--- config.mk ---
export PLATFORM = sky130hd
export DESIGN_NAME = q2a03_oam_dma
export DESIGN_NICKNAME = d
export VERILOG_FILES = /design/src/rtl/q2a03_pkg.sv /design/src/rtl/q2a03_bus_mux.sv /design/src/rtl/q2a03_oam_dma.sv
export SDC_FILE = /design/constraint.sdc
export NUM_CORES = 1
export LEC_CHECK = 0
export ABC_AREA = 1
export CORE_ASPECT_RATIO = 0.8
export CORE_MARGIN = 3
export CORE_UTILIZATION = 46
export CTS_CLUSTER_DIAMETER = 100
export DETAILED_ROUTE_END_ITERATION = 16
export HOLD_SLACK_MARGIN = 0.15
export PLACE_DENSITY = 0.8
export SLEW_MARGIN = 20
export SYNTH_ARGS = -nofsm -noshare
export SYNTH_HDL_FRONTEND = slang
export SYNTH_HIERARCHICAL = 1
export SYNTH_SLANG_ARGS = --single-unit
--- constraint.sdc ---
create_clock -name G_clock -period 2 [get_ports G_clock]
set_clock_uncertainty 0.15 [all_clocks]
set_input_delay 0.3 -clock G_clock [delete_from_list [all_inputs] [get_ports G_clock]]
set_output_delay 0.3 -clock G_clock [all_outputs]
set_load 0.01 [all_outputs]
--- src/rtl/q2a03_pkg.sv ---
// Shared Q2A03 bus definitions: DMA state encoding, register addresses and
// the CPU read/write direction encoding.
package q2a03_pkg;

  typedef enum logic [2:0] {
    IDLE,
    HALT,
    ALIGN,
    READ,
    WRITE
  } dma_state_t;

  localparam logic [15:0] OAM_DMA_ADDR = 16'h4014;
  localparam logic [15:0] OAMDATA_ADDR = 16'h2004;

  localparam logic RW_READ  = 1'b1;
  localparam logic RW_WRITE = 1'b0;

endpackage

--- src/rtl/q2a03_bus_mux.sv ---
// Combinational CPU/DMA select onto the system bus. The DMA side wins
// whenever dma_sel is high; otherwise the CPU core passes straight through.
module q2a03_bus_mux (
  input  logic        dma_sel,
  input  logic [15:0] cpu_addr,
  input  logic [7:0]  cpu_wr_data,
  input  logic        cpu_rdwr,
  input  logic [15:0] dma_addr,
  input  logic [7:0]  dma_wr_data,
  input  logic        dma_rdwr,
  output logic [15:0] bus_addr,
  output logic [7:0]  bus_wr_data,
  output logic        bus_rdwr
);

  assign bus_addr    = dma_sel ? dma_addr    : cpu_addr;
  assign bus_wr_data = dma_sel ? dma_wr_data : cpu_wr_data;
  assign bus_rdwr    = dma_sel ? dma_rdwr    : cpu_rdwr;

endmodule

--- src/rtl/q2a03_oam_dma.sv ---
// Sprite DMA controller: halts the CPU, then copies one page of memory to the
// sprite data port on alternating get/put cycles before releasing the bus.
module q2a03_oam_dma
  import q2a03_pkg::*;
#(
  parameter logic [15:0] TRIGGER_ADDR = OAM_DMA_ADDR,
  parameter logic [15:0] TARGET_ADDR  = OAMDATA_ADDR,
  parameter int unsigned LENGTH       = 256
) (
  input  logic        G_clock,
  input  logic        G_reset,
  input  logic        cycle_en,
  input  logic [15:0] cpu_addr,
  input  logic [7:0]  cpu_wr_data,
  input  logic        cpu_rdwr,
  input  logic [7:0]  bus_rd_data,
  output logic [15:0] bus_addr,
  output logic [7:0]  bus_wr_data,
  output logic        bus_rdwr,
  output logic        cpu_ready,
  output logic        dma_active
);

  localparam logic [7:0] LAST_INDEX = 8'(LENGTH - 1);

  dma_state_t  state;
  dma_state_t  state_n;
  logic        phase;
  logic [7:0]  page;
  logic [7:0]  index;
  logic [7:0]  buffer;
  logic        ready_q;
  logic        trigger;
  logic [15:0] dma_addr;
  logic [7:0]  dma_wr_data;
  logic        dma_rdwr;

  assign trigger = (cpu_rdwr == RW_WRITE) && (cpu_addr == TRIGGER_ADDR);

  always_comb begin
    state_n = state;
    unique case (state)
      IDLE:  if (trigger) state_n = HALT;
      // phase=1 now means the following cycle is a get cycle
      HALT:  if (cpu_rdwr == RW_READ) state_n = phase ? READ : ALIGN;
      ALIGN: state_n = READ;
      READ:  state_n = WRITE;
      WRITE: state_n = (index == LAST_INDEX) ? IDLE : READ;
      default: state_n = IDLE;
    endcase
  end

  always_ff @(posedge G_clock) begin
    if (G_reset) begin
      state   <= IDLE;
      phase   <= 1'b0;
      page    <= '0;
      index   <= '0;
      buffer  <= '0;
      ready_q <= 1'b1;
    end else if (cycle_en) begin
      state   <= state_n;
      phase   <= ~phase;
      ready_q <= (state_n == IDLE);
      if (state == IDLE && trigger) begin
        page  <= cpu_wr_data;
        index <= '0;
      end
      if (state == READ) buffer <= bus_rd_data;
      if (state == WRITE && index != LAST_INDEX) index <= index + 8'd1;
    end
  end

  always_comb begin
    dma_addr    = cpu_addr;
    dma_wr_data = buffer;
    dma_rdwr    = RW_READ;
    unique case (state)
      READ:  dma_addr = {page, index};
      WRITE: begin
        dma_addr = TARGET_ADDR;
        dma_rdwr = RW_WRITE;
      end
      default: ;
    endcase
  end

  assign dma_active = (state == ALIGN) || (state == READ) || (state == WRITE);
  assign cpu_ready  = ready_q;

  q2a03_bus_mux u_bus_mux (
    .dma_sel     (dma_active),
    .cpu_addr    (cpu_addr),
    .cpu_wr_data (cpu_wr_data),
    .cpu_rdwr    (cpu_rdwr),
    .dma_addr    (dma_addr),
    .dma_wr_data (dma_wr_data),
    .dma_rdwr    (dma_rdwr),
    .bus_addr    (bus_addr),
    .bus_wr_data (bus_wr_data),
    .bus_rdwr    (bus_rdwr)
  );

endmodule

==> run metrics <==
Adder-Cell Fraction of Synth Area less than 1%; Post-Synth XOR/XNOR Area roughly 1.3%; min-delay worst type register to register; die extent in y ~64 um; WL final just over 7 mm; post-synthesis cell area 0.00196 mm2; Commonest cells post-synth 126 x nand2_1, 44 x nand3_1, 36 x nor2_1; Post-Syn Nets between 300 and 400; worst r2r path cells 10; largest net degree at the start of global routing 30; # Max-Cap Violations 0; Avg Inst Size Synth 5.82 um2; antenna violations before repair 0; hold_buf cts 0; Critical Path RT approximately 1600 ps; Post-DP Area between 0.002 and 0.003 mm2; Placed Instances 468; Initial DRC Count 183; Die X between 70 and 80 um; area grow syn2layout 60.4%; cts bufs inserted 5; Synth Area in Simple Gates 48.6%; switch share 29.6%; Final nets 473; number of routed nets with antenna violations 0; Die ar. just over 0.005 mm2; Arr. time, crit path between 1500 and 2000 ps; Clock transition at path regs roughly 60 ps; post-route cell area approximately 0.0031 mm2; top post-synthesis cells by area dfxtp_1 30%, nand2_1 24%, nand3_1 11%; Total GRT Usage between 20% and 30%; Compound-Gate Fraction of Synth Area under 10%; outcome finished, violations left; core area around 0.004 mm2; drt drc 0; I/O pin total between 60 and 70; largest area contributor in the netlist dfxtp_1; vias per cell approximately 5.3; GRT Residual Overflow 0; Antenna Cells 0; Clk pwr share roughly 34%; fin. max-slew vios 0; Post-Layout Cell Count between 400 and 500; gpl congestion around 0.90; fraction of layout cells with a size suffix above 1 around 28%; maximum vdd ir drop between 500 and 600 uV; Cells after Synth 336; final setup margin -142 ps; PwrDens 515 mW/mm2; Int Power between 1000 and 1500 uW; pre-CTS setup slack -128 ps; crit end category output port; Yosys reg bits 29; power consumption about 1600 uW; hold depth 2; CP Launch Type register; Slew @ Worst Pin 314 ps; Slew headroom 79.0%; vias in the first global route 2300; final hold violations 0; failing checks setup timing; main combinational cell family by area after synthesis simple AND/OR/NAND/NOR gates; Initial DRT Pass Iterations 5; NetSw 478 uW; Longest Clk Path Bufs 2; count leader, synth nand2_1; Starting Density 49.5%; via count about 2600; CTS Root Cell clkbuf_8; fin crit period 2140 ps; sequential area share after synthesis between 20 and 30%; H-tree depth 2; Final setup viols 23; CP Class register to output port; post-synth cell types 25; RSZ-0062 raised after global routing true; first-pass GRT wire length ~11 mm; Static Leak approximately 0.0015 uW; WL/cell roughly 14 um; area share of the largest cell type after synthesis 29.7%; Comb pwr share 29.4%; number of synthesized flops with an enable pin 0; row count 20; final period utilization 107%; CTS tree done; Min Hold Slack 313 ps; ys flop type dfxtp_1; mux share of post-synthesis cell area 0%; TritonCTS Sinks 29; Synth async-reset ratio 0%; top achievable clock speed ~470 MHz; clock latency on the worst-skew pair a little under 300 ps; synth warn 6; Seq pwr share 36.8%; DP HPWL 4.31 mm; crit-path max FO 4; port bufs 62
-- cell families (layout without fill, tap and decap cells) --
family | count (synthesis) | after routing
simple gates | 224 | 224
fa+ha+maj | 1 | 1
compound gates | 37 | 37
buf+inv | 42 | 143
flops | 29 | 29
xor+xnor | 3 | 3
-- layout by cell type, fill, tap and decap left out, types with 2 or more instances in the layout --
master / n
nand3_2: 8
buf_8: 2
dfxtp_4: 2
nand2_1: 109
nor3_1: 10
buf_12: 2
inv_1: 21
buf_6: 17
nor2_1: 36
inv_2: 3
o21ai_1: 5
nand2_2: 17
buf_2: 18
buf_4: 29
nand3_1: 35
clkdlybuf4s50_1: 36
dfxtp_1: 26
clkbuf_2: 3
nand4_1: 2
a21oi_1: 23
o21ai_0: 6
xor2_1: 2
clkbuf_8: 7
nand2_4: 2
-- metrics by stage --
step           util [%]  setup TNS, ps
2_1_floorplan         -              0
3_3_place_gp       71.4          -1730
3_5_place_dp       71.4          -2390
4_1_cts            76.3          -1240
5_1_grt            79.4          -2310
6_report           79.4           -779
-- layer usage --
metal  up-vias  global-route usage, %  wire [um]
met5         -                      0          0
met4         0                   7.73        127
met3        12                   4.65        547
met2       124                   42.2       3250
met1      1200                   37.1       3180
li1       1274                      -          -
-- flip-flops by register name, summed over array words and instances, names as in the netlist --
name / cells
index: 8
cpu_ready: 1
phase: 1
state: 3
page: 8
buffer: 8
-- power groups by stage --
stage,combinational (uW),sequential [uW],clock [uW]
floorplan,180,607,0
finish,476,595,547
global placement,424,606,0
detailed placement,425,607,0
global route,512,595,577
CTS,444,595,546
-- worst paths after layout --
kind,start,end,slack (ps)
setup reg to reg,index[1],state[0],160
hold reg to reg,buffer[5],buffer[5],310
setup / recovery,state[0],bus_addr[6],-140
hold / removal,buffer[5],buffer[5],310
-- layout make-up --
type	instances	area, um2
fillers	287	815
repair buffers	109	980
clock buffers	7	96.3
clock inverters	1	5.00
flip-flops and latches	29	589
multi-input cells	265	1290
well taps	55	68.8
inverters	26	108
-- repair_timing --
action,4_1_cts,5_1_grt
pin swaps,9,20
resized for setup,118,48
buffers inserted,12,5
setup endpoints to repair,26,26
gates cloned,2,1
-- critical path, stage by stage (launching register included) --
cell	delay, ps
dfxtp_4	360
nor3_4	220
inv_2	90
o21ai_4	120
buf_12	160
buf_6	110
buf_6	90
nand2_2	40
nand2_2	90
buf_6	110
(Power assumes the default switching activity.)
